### src/rtl/reg_serializer_if.sv
// Load/serial-stream bundle for reg_serializer: parallel load handshake in,
// one-bit valid/ready stream out, plus status.
interface reg_serializer_if #(
   parameter int WIDTH = 4
);
   logic             load;
   logic [WIDTH-1:0] d;
   logic             ready;
   logic             sout;
   logic             sout_valid;
   logic             sout_ready;
   logic             last;
   logic             busy;

   modport master (
      output load, d, sout_ready,
      input  ready, sout, sout_valid, last, busy
   );

   modport slave (
      input  load, d, sout_ready,
      output ready, sout, sout_valid, last, busy
   );
endinterface

### src/rtl/reg_serializer.sv
// Parallel-in, serial-out readout: captures a WIDTH-bit word on load/ready and
// streams it one bit per accepted beat, reloading on the last beat with no bubble.
module reg_serializer #(
   parameter int WIDTH     = 4,
   parameter bit MSB_FIRST = 1'b1
) (
   input  logic             clk,
   input  logic             rst,
   reg_serializer_if.slave  bus
);
   localparam int             CW       = $clog2(WIDTH);
   localparam logic [CW-1:0]  LAST_CNT = CW'(WIDTH - 1);

   typedef enum logic [0:0] {IDLE = 1'b0, SHIFT = 1'b1} state_t;

   state_t           state_q, state_d;
   logic [WIDTH-1:0] shreg_q, shreg_d;
   logic [CW-1:0]    cnt_q, cnt_d;
   logic             last_w, ready_w, sout_w;

   always_ff @(posedge clk) begin
      if (rst) begin
         state_q <= IDLE;
         shreg_q <= '0;
         cnt_q   <= '0;
      end else begin
         state_q <= state_d;
         shreg_q <= shreg_d;
         cnt_q   <= cnt_d;
      end
   end

   always_comb begin
      state_d = state_q;
      shreg_d = shreg_q;
      cnt_d   = cnt_q;
      last_w  = (state_q == SHIFT) && (cnt_q == LAST_CNT);
      ready_w = (state_q == IDLE) || (last_w && bus.sout_ready);
      sout_w  = 1'b0;
      case (state_q)
         IDLE: begin
            if (bus.load) begin
               shreg_d = bus.d;
               cnt_d   = '0;
               state_d = SHIFT;
            end
         end
         SHIFT: begin
            sout_w = MSB_FIRST ? shreg_q[WIDTH-1] : shreg_q[0];
            if (bus.sout_ready) begin
               if (!last_w) begin
                  // Zero-fill shift toward whichever end drives sout.
                  shreg_d = MSB_FIRST ? (shreg_q << 1) : (shreg_q >> 1);
                  cnt_d   = cnt_q + CW'(1);
               end else if (bus.load) begin
                  shreg_d = bus.d;
                  cnt_d   = '0;
               end else begin
                  state_d = IDLE;
                  shreg_d = '0;
                  cnt_d   = '0;
               end
            end
         end
      endcase
   end

   assign bus.ready      = ready_w;
   assign bus.last       = last_w;
   assign bus.sout       = sout_w;
   assign bus.sout_valid = (state_q == SHIFT);
   assign bus.busy       = (state_q == SHIFT);
endmodule

### src/flat_wrapper.sv
// flat-port wrapper written by rule: the top's interface ports become plain ports
module reg_serializer_flat 
#(
   parameter int WIDTH     = 4,
   parameter bit MSB_FIRST = 1'b1
)
  (clk, rst, bus_load, bus_d, bus_sout_ready, bus_ready, bus_sout, bus_sout_valid, bus_last, bus_busy);
  reg_serializer_if #(.WIDTH(WIDTH)) bus_i ();
  input  logic clk;
  input  logic rst;
  input wire logic [$bits(bus_i.load)-1:0] bus_load;
  input wire logic [$bits(bus_i.d)-1:0] bus_d;
  input wire logic [$bits(bus_i.sout_ready)-1:0] bus_sout_ready;
  output wire logic [$bits(bus_i.ready)-1:0] bus_ready;
  output wire logic [$bits(bus_i.sout)-1:0] bus_sout;
  output wire logic [$bits(bus_i.sout_valid)-1:0] bus_sout_valid;
  output wire logic [$bits(bus_i.last)-1:0] bus_last;
  output wire logic [$bits(bus_i.busy)-1:0] bus_busy;
  assign bus_i.load = bus_load;
  assign bus_i.d = bus_d;
  assign bus_i.sout_ready = bus_sout_ready;
  assign bus_ready = bus_i.ready;
  assign bus_sout = bus_i.sout;
  assign bus_sout_valid = bus_i.sout_valid;
  assign bus_last = bus_i.last;
  assign bus_busy = bus_i.busy;
  reg_serializer #(.WIDTH(WIDTH), .MSB_FIRST(MSB_FIRST)) u_core (.clk(clk), .rst(rst), .bus(bus_i));
endmodule
### config.mk
export PLATFORM = sky130hd
export DESIGN_NAME = reg_serializer_flat
export DESIGN_NICKNAME = d
export VERILOG_FILES = /design/src/rtl/reg_serializer_if.sv /design/src/rtl/reg_serializer.sv /design/src/flat_wrapper.sv
export SDC_FILE = /design/constraint.sdc
export NUM_CORES = 1
export LEC_CHECK = 0
export BUFFER_PORTS_ARGS = -buffer_cell sky130_fd_sc_hd__buf_2
export CORE_AREA = 5 5 42 44
export DETAILED_ROUTE_END_ITERATION = 16
export DIE_AREA = 0 0 47 49
export MAX_ROUTING_LAYER = met4
export PLACE_DENSITY = 0.52
export REMOVE_ABC_BUFFERS = 1
export SKIP_CTS_REPAIR_TIMING = 1
export SKIP_LAST_GASP = 1
export SLEW_MARGIN = 5
export SYNTH_ARGS = -nofsm -noshare
export SYNTH_HDL_FRONTEND = slang
export SYNTH_SLANG_ARGS = --single-unit
### constraint.sdc
create_clock -name clk -period 1.2 [get_ports clk]
set_input_delay 0.18 -clock clk [delete_from_list [all_inputs] [get_ports clk]]
set_output_delay 0.18 -clock clk [all_outputs]
set_load 0.005 [all_outputs]
==> results.sh, run 1 <==
export IMPL_ioPinCount=13
export IMPL_worstSetupEndpointType="output pin"
export IMPL_root_buffer="clkbuf_4"
export IMPL_dieArea_um2=2300
export IMPL_cts_sinks=7
export IMPL_final_net_count=72
export IMPL_grt_max_degree=11
export IMPL_n_antenna_cell=0
export IMPL_die_w_um=47
export IMPL_maxCapViolCount=0
export IMPL_stdcell_count=78
export IMPL_clockBufferDepth=2
export IMPL_status="complete, but fails checks"
export IMPL_ys_ff_latch=7
export IMPL_report_final_slew_viol_count=0
export IMPL_wire_per_inst_um=11.3
export IMPL_antenna_found_initial=0
export IMPL_numPortBuffers=12
export IMPL_worstPathRequired_ns=1.02
export IMPL_p_leak_nw=0.239
export IMPL_ys_warn_count=0
export IMPL_seq_area_frac_synth_pct=37.6
export IMPL_cts_inserted_buffers=3
export IMPL_dpl_hpwl_um=644
export IMPL_start_util_pct=26.6
export IMPL_finalWirelength_um=884
export IMPL_violations="setup timing"
export IMPL_grt_first_pass_wirelength_um=1350
export IMPL_dieHeight_um=49
export IMPL_vias=384
export IMPL_fin_util_pct=38.5
export IMPL_routed_via_density=4.92
export IMPL_clock_latency_ns=0.25
export IMPL_dp_cells=71
export IMPL_ir_drop_uv=501
export IMPL_worst_slack_ns=-0.0728
export IMPL_gp_congestion=0.725
export IMPL_finalCritPeriodShare_pct=106
export IMPL_syn_cell_area_um2=373
export IMPL_drt_initial_drc_count=0
export IMPL_cp_start_kind="flip-flop"
export IMPL_worst_path_max_fanout=7
export IMPL_worstPathArrival_ns=1.09
export IMPL_syn_avg_cell_area_um2=8.67
export IMPL_first_pass_iters=1
export IMPL_tritoncts="done"
export IMPL_slew_headroom_pct=81.6
export IMPL_worst_pin_slew_ns=0.269
export IMPL_rows=14
export IMPL_yosysUniqueCellTypes=21
export IMPL_cts_clk_slew_worst_paths_ns=0.05
export IMPL_grt_setup_unrepaired="true"
export IMPL_grt_pass1_vias=300
export IMPL_overflow=0
export IMPL_whs_ns=0.169
export IMPL_power_uw=574
export IMPL_drive_gt1_share_pct=45.2
export IMPL_clock_fmax_mhz=786
export IMPL_syn_to_final_growth_pct=44.6
export IMPL_cts_htree_levels=1
export IMPL_min_path_type="in2reg"
export IMPL_skew_ns=0.00255
export IMPL_ant_nets=0
export IMPL_period_minus_slack_ns=1.27
export IMPL_pre_cts_ws_ns=-0.0281
export IMPL_core_um2=1400
export IMPL_hold_viol=0
export IMPL_drc_errors=0
export IMPL_syn_inst=43
export IMPL_setup_viol=2
export IMPL_power_density_nw_per_um2=1060
export IMPL_track_usage_pct=8.82
export IMPL_crit_type="reg2out"
power by group:
group | switching, mW | internal [mW] | total, mW
registers | 0.0126 | 0.249 | 0.261
clock network | 0.0853 | 0.127 | 0.212
logic | 0.0448 | 0.0554 | 0.100
Yosys cell counts (all sizes together):
library cell  n  area share (%)
a21bo         1             2.7
a21oi         3             5.0
a311oi        3             7.0
a32oi         1             2.3
and2          2             3.4
buf           3             5.4
dfxtp         7              38
ha            1             3.4
inv           1             1.0
mux2          1             3.0
mux2i         1             2.7
nand2         3             3.7
nand2b        1             1.7
nand4b        1             2.3
nor2          7             7.0
nor2b         3             5.0
nor4          3             5.0
or3           1             1.7
final timing paths:
path | cells past startpoint | endpoint | slack [ns] | from
hold reg to reg | 2 | u_core.cnt_q[1] | 0.48 | u_core.cnt_q[1]
setup reg to reg | 4 | u_core.shreg_q[2] | 0.10 | u_core.cnt_q[1]
hold / removal | 2 | u_core.cnt_q[0] | 0.17 | rst
setup / recovery | 3 | bus_ready | -0.07 | u_core.cnt_q[1]
layout by cell type, fill, tap and decap left out, types with 2 or more instances in the layout:
cell type,instances
buf_2,11
buf_4,5
nor2b_1,3
a311oi_1,3
dfxtp_1,4
a21oi_1,2
and2_1,2
nor4_1,3
buf_6,2
dfxtp_2,2
nand2_1,2
nor2_1,7
clkbuf_4,3
area by class of cell:
type | instances | area (um2)
Clock buffer | 4 | 26.3
Tap cell | 16 | 20.0
Inverter | 1 | 3.75
Sequential cell | 7 | 146
Fill cell | 156 | 862
Multi-Input combinational cell | 32 | 228
Timing Repair Buffer | 18 | 115
worst max-delay path, stage by stage (launching register included):
cell and delay (ns):
dfxtp_2 0.33, ha_4 0.18, a21bo_4 0.22, buf_6 0.11
stage by stage:
step	TNS (ns)	area [um2]
4_1_cts	-0.604	482
2_1_floorplan	0	353
6_report	-0.0813	539
3_3_place_gp	-0.00683	455
5_1_grt	-0.151	539
3_5_place_dp	-0.0281	455
per-layer routing:
layer / vias up / wire (um) / track usage [%]
li1: 192 / - / -
met1: 181 / 389 / 11.0
met2: 7 / 419 / 10.2
met3: 4 / 37 / 3.32
met4: 0 / 38 / 8.29
met5: - / 0 / -
logic make-up (layout without fill, tap and decap cells):
logic type | Yosys count | in the layout | synth area share (%)
flops | 7 | 7 | 37.6
buf+inv | 4 | 23 | 6.37
simple gates | 21 | 21 | 29.9
fa+ha+maj | 1 | 1 | 3.36
compound gates | 8 | 8 | 17.1
mux | 2 | 2 | 5.70
registers in the layout, indices dropped and copies added (netlist names):
register / cells
u_core.cnt_q: 2
u_core.bus.busy: 1
u_core.shreg_q: 4
Note: power is estimated with default switching activity, not from simulation.
==> inputs of run 2 (changes only) <==
--- a/config.mk
+++ b/config.mk
@@ -12,7 +12,6 @@
 export MAX_ROUTING_LAYER = met4
 export PLACE_DENSITY = 0.52
 export REMOVE_ABC_BUFFERS = 1
-export SKIP_CTS_REPAIR_TIMING = 1
 export SKIP_LAST_GASP = 1
 export SLEW_MARGIN = 5
 export SYNTH_ARGS = -nofsm -noshare
==> run 2 against run 1 <==
Clock power about the same. Highest routed layer unchanged. Setup slack improved by 0.024 ns. Power increased by 0.38%. The run still ends with setup timing left. Clock skew hardly changed. Register-to-register slack got worse by 0.10 ns.
==> results.sh, run 2 (synthesis gave the netlist of run 1 again) <==
export IMPL_status="complete, but fails checks"
export IMPL_violations="setup timing"
export IMPL_drive_gt1_share_pct=46.7
export IMPL_routed_via_density=4.87
export IMPL_maxCapViolCount=0
export IMPL_grt_busiest_layer="met2"
export IMPL_worst_slack_ns=-0.0486
export IMPL_hold_viol=0
export IMPL_final_cell_area_um2=533
export IMPL_met3_usage_pct=3.32
export IMPL_worstPathArrival_ns=1.07
export IMPL_tritoncts="done"
export IMPL_worst_pin_slew_ns=0.265
export IMPL_skew_ns=0.00221
export IMPL_dieHeight_um=49
export IMPL_cp_num_buf_inv=1
export IMPL_rows=14
export IMPL_finalCritPeriodShare_pct=104
export IMPL_hold_buffers=0
export IMPL_gp_congestion=0.725
export IMPL_min_path_type="in2reg"
export IMPL_cts_inserted_buffers=3
export IMPL_slew_headroom_pct=81.9
export IMPL_grt_setup_unrepaired="true"
export IMPL_crit_family="flip-flops"
export IMPL_ant_nets=0
export IMPL_worst_path_max_fanout=3
export IMPL_period_minus_slack_ns=1.25
export IMPL_cts_htree_levels=1
export IMPL_first_pass_iters=2
export IMPL_final_net_count=70
export IMPL_ioPinCount=13
export IMPL_drc_errors=0
export IMPL_layout_commonest_cell="buf_2"
export IMPL_grt_met2_usage_pct=10.9
export IMPL_path_cells="ha_4 -> a21bo_4 -> buf_6"
export IMPL_cp_start_kind="flip-flop"
export IMPL_report_final_slew_viol_count=0
export IMPL_numPortBuffers=12
export IMPL_grt_use_met1_pct=10.8
export IMPL_start_util_pct=26.6
export IMPL_overflow=0
export IMPL_largest_reg_flops=4
export IMPL_setup_viol=2
export IMPL_cts_clk_slew_worst_paths_ns=0.05
export IMPL_root_buffer="clkbuf_4"
export IMPL_cts_sinks=7
export IMPL_p_leak_nw=0.230
export IMPL_max_stage_delay_ns=0.33
export IMPL_cp_slowest_cell="dfxtp_2"
export IMPL_worstPathRequired_ns=1.02
export IMPL_most_common_layout_cells="buf_2 (11), nor2_1 (7), dfxtp_1 (4)"
export IMPL_grt_pass1_vias=310
export IMPL_wire_per_inst_um=11.1
export IMPL_crit_type="reg2out"
export IMPL_ir_drop_uv=501
export IMPL_worstSetupEndpointType="output pin"
export IMPL_clock_fmax_mhz=801
export IMPL_power_density_nw_per_um2=1080
export IMPL_n_antenna_cell=0
export IMPL_antenna_found_initial=0
export IMPL_clock_latency_ns=0.25
export IMPL_track_usage_pct=8.97
export IMPL_grt_first_pass_wirelength_um=1370
export IMPL_dieArea_um2=2300
export IMPL_core_um2=1400
export IMPL_syn_to_final_growth_pct=43.0
export IMPL_top_register="u_core.shreg_q"
export IMPL_clockBufferDepth=2
export IMPL_dpl_hpwl_um=644
export IMPL_fillerInstances=157
export IMPL_finalWirelength_um=842
export IMPL_vias=370
export IMPL_die_w_um=47
export IMPL_pre_cts_ws_ns=-0.0281
export IMPL_drt_initial_drc_count=2
export IMPL_grt_max_degree=9
export IMPL_dpl_cell_area_um2=455
==> run 2: layer usage <==
layer | up-vias | part of all wire (%)
met5 | - | 0
met4 | 0 | 4.5
met3 | 4 | 4.6
met2 | 7 | 48
met1 | 172 | 43
li1 | 187 | -
==> run 2: stage by stage <==
step	setup TNS (ns)	total power, mW	hold slack (ns)	std cells	util, %
after floorplan	0	0.310	0.242	40	-
after CTS	-0.0658	0.584	0.165	76	37.0
after global routing	-0.157	0.612	0.190	76	38.0
after detailed placement	-0.0281	0.358	0.444	71	32.5
after global placement	-0.00683	0.357	0.443	71	32.5
final	-0.0491	0.576	0.167	76	38.0
==> run 2: timing repair <==
| action | in CTS | in global routing |
|---|---|---|
| buffers inserted | 1 | 0 |
| gates resized for setup | 7 | 4 |
| setup endpoints to repair | 6 | 7 |
| pin swaps | 2 | 4 |
==> run 2: path summary, 6_finish.rpt <==
kind | from | endpoint | slack, ns | cells after the start
max | u_core.cnt_q[0] | bus_ready | -0.05 | 3
min | rst | u_core.cnt_q[0] | 0.17 | 2
max reg2reg | u_core.cnt_q[0] | u_core.cnt_q[0] | 0 | 4
min reg2reg | u_core.cnt_q[1] | u_core.cnt_q[1] | 0.47 | 2
==> run 2: final cells by class <==
type	instances	area (um2)	share of cell area [%]
sequential	7	146	27.5
tap	16	20.0	3.76
clock buffer	4	26.3	4.93
timing repair buffer	16	100	18.8
multi-input combinational	32	236	44.4
inverter	1	3.75	0.704
==> run 2: power by group <==
group	internal, mW	switching [mW]	total [mW]
combinational	0.0568	0.0455	0.102
clock	0.127	0.0849	0.212
sequential	0.249	0.0129	0.262
total	0.432	0.143	0.576
==> inputs of run 3 (changes only) <==
--- a/config.mk
+++ b/config.mk
@@ -6,11 +6,13 @@
 export NUM_CORES = 1
 export LEC_CHECK = 0
 export BUFFER_PORTS_ARGS = -buffer_cell sky130_fd_sc_hd__buf_2
-export CORE_AREA = 5 5 42 44
+export CELL_PAD_IN_SITES_DETAIL_PLACEMENT = 0
+export CELL_PAD_IN_SITES_GLOBAL_PLACEMENT = 2
+export CORE_AREA = 5 5 48 50
 export DETAILED_ROUTE_END_ITERATION = 16
-export DIE_AREA = 0 0 47 49
+export DIE_AREA = 0 0 53 55
 export MAX_ROUTING_LAYER = met4
-export PLACE_DENSITY = 0.52
+export PLACE_DENSITY = 0.63
 export REMOVE_ABC_BUFFERS = 1
 export SKIP_LAST_GASP = 1
 export SLEW_MARGIN = 5
==> run 3 against run 2 <==
Clock power is 5% higher. Via count rose by 2.4%. Register-to-register slack is essentially flat. Design area grew 10%. Setup slack worse by 0.0029 ns. Critical path type unchanged. The flow still finishes with violations (setup timing). Sequential power barely moved. Sequential cell count unchanged. Non-clock buffer count rose by 3. Combinational power grew 21%.
==> results.sh, run 3 (synthesis gave the netlist of run 1 again) <==
export IMPL_vias=379
export IMPL_worstSetupEndpointType="output pin"
export IMPL_regToRegStartpoint="u_core.cnt_q[1]"
export IMPL_cts_clk_slew_worst_paths_ns=0.06
export IMPL_grt_setup_unrepaired="true"
export IMPL_whs_endpoint="u_core.cnt_q[0]"
export IMPL_power_density_nw_per_um2=1030
export IMPL_fillerInstances=211
export IMPL_ioPinCount=13
export IMPL_cts_sinks=7
export IMPL_grt_pass1_vias=341
export IMPL_min_path_type="in2reg"
export IMPL_slew_headroom_pct=77.2
export IMPL_cp_start_kind="flip-flop"
export IMPL_routed_via_density=4.21
export IMPL_whs_ns=0.177
export IMPL_report_final_slew_viol_count=0
export IMPL_start_util_pct=20.0
export IMPL_syn_to_final_growth_pct=57.7
export IMPL_top_register="u_core.shreg_q"
export IMPL_topRoutingLayerUsed="met4"
export IMPL_worst_path_max_fanout=4
export IMPL_gp_congestion=0.716
export IMPL_wire_per_inst_um=11.2
export IMPL_grt_first_pass_wirelength_um=1520
export IMPL_maxCapViolCount=0
export IMPL_dpl_hpwl_um=679
export IMPL_worst_slack_ns=-0.0515
export IMPL_numPortBuffers=12
export IMPL_fin_setup_tns_ns=-0.0586
export IMPL_power_uw=604
export IMPL_overflow=0
export IMPL_ir_drop_uv=554
export IMPL_grt_max_degree=9
export IMPL_worstPathArrival_ns=1.07
export IMPL_drt_initial_drc_count=4
export IMPL_track_usage_pct=7.93
export IMPL_n_antenna_cell=0
export IMPL_worstPathRequired_ns=1.02
export IMPL_worst_pin_slew_ns=0.333
export IMPL_min_delay_start="rst"
export IMPL_root_buffer="clkbuf_4"
export IMPL_p_leak_nw=0.254
export IMPL_crit_type="reg2out"
export IMPL_ff2ff_path_depth=4
export IMPL_worst_r2r_setup_slack_ns=-0.01
export IMPL_clock_latency_ns=0.26
export IMPL_holdPathStages=2
export IMPL_cts_inserted_buffers=3
export IMPL_most_common_layout_cells="buf_2 (10), nor2_1 (7), buf_4 (6), dfxtp_1 (4)"
export IMPL_dieHeight_um=55
export IMPL_hold_buffers=0
export IMPL_clockBufferDepth=2
export IMPL_drc_errors=0
export IMPL_r2r_end="u_core.cnt_q[0]"
export IMPL_largest_reg_flops=4
export IMPL_clock_fmax_mhz=799
export IMPL_finalWirelength_um=1010
export IMPL_die_w_um=53
export IMPL_violations="setup timing"
export IMPL_hold_viol=0
export IMPL_period_minus_slack_ns=1.25
export IMPL_final_net_count=73
export IMPL_skew_ns=0.00424
export IMPL_dieArea_um2=2920
export IMPL_wl_met3_um=47
export IMPL_pre_cts_ws_ns=-0.0308
export IMPL_rows=16
export IMPL_antenna_found_initial=0
export IMPL_drive_gt1_share_pct=54.0
export IMPL_layout_commonest_cell="buf_2"
export IMPL_tritoncts="done"
export IMPL_first_pass_iters=4
export IMPL_route_met2_wl_um=475
export IMPL_ant_nets=0
export IMPL_m1WireLength_um=473
export IMPL_cts_htree_levels=1
export IMPL_status="complete, but fails checks"
export IMPL_core_um2=1860
export IMPL_finalCritPeriodShare_pct=104
export IMPL_setup_viol=2
==> run 3: area by class of cell <==
cell class | instances | area (um2) | area share, %
Timing Repair Buffer | 19 | 129 | 21.9
Inverter | 1 | 3.75 | 0.638
Sequential cell | 7 | 146 | 24.9
Clock buffer | 4 | 26.3 | 4.47
Tap cell | 27 | 33.8 | 5.74
Multi-Input combinational cell | 32 | 249 | 42.3
==> run 3: critical path, cell delays in order (launching register included) <==
cell and delay (ns):
dfxtp_2 0.33, ha_4 0.17, a21bo_4 0.21, buf_6 0.11
==> run 3: per-stage QoR <==
stage / cells / utilization, % / instance area (um2)
6_report: 90 / 31.6 / 588
5_1_grt: 90 / 31.6 / 588
4_1_cts: 89 / 29.7 / 553
2_1_floorplan: 40 / - / 353
3_3_place_gp: 81 / 24.8 / 462
3_5_place_dp: 81 / 24.8 / 462
==> run 3: how the worst max path moves through the flow <==
stage	depth (start not counted)	slack, ns	startpoint	to
final	3	-0.05	u_core.cnt_q[1]	bus_ready
after global routing	3	-0.09	u_core.cnt_q[1]	bus_ready
after CTS	3	-0.07	u_core.cnt_q[1]	bus_ready
after detailed placement	4	-0.03	u_core.cnt_q[0]	u_core.shreg_q[0]
after global placement	4	-0.02	u_core.cnt_q[0]	u_core.shreg_q[0]
after floorplan	4	0.04	u_core.cnt_q[0]	u_core.shreg_q[0]
==> run 3: repair_timing <==
action | in CTS | in global routing
buffers inserted | 4 | 1
resized for setup | 9 | 7
setup endpoints to repair | 7 | 8
pin swaps | 2 | 7
==> run 3: per-layer routing <==
metal / track usage, % / up-vias
li1: - / 192
met1: 8.67 / 176
met4: 5.11 / 0
met2: 11.8 / 9
met5: - / -
met3: 3.49 / 2
==> run 3: where the power goes <==
| part | leakage (nW) | internal [mW] | total [mW] | switching (mW) |
|---|---|---|---|---|
| sequential | 0.0592 | 0.248 | 0.259 | 0.0104 |
| clock | 0.0150 | 0.127 | 0.222 | 0.0946 |
| combinational | 0.179 | 0.0699 | 0.123 | 0.0532 |
| total | 0.254 | 0.446 | 0.604 | 0.158 |
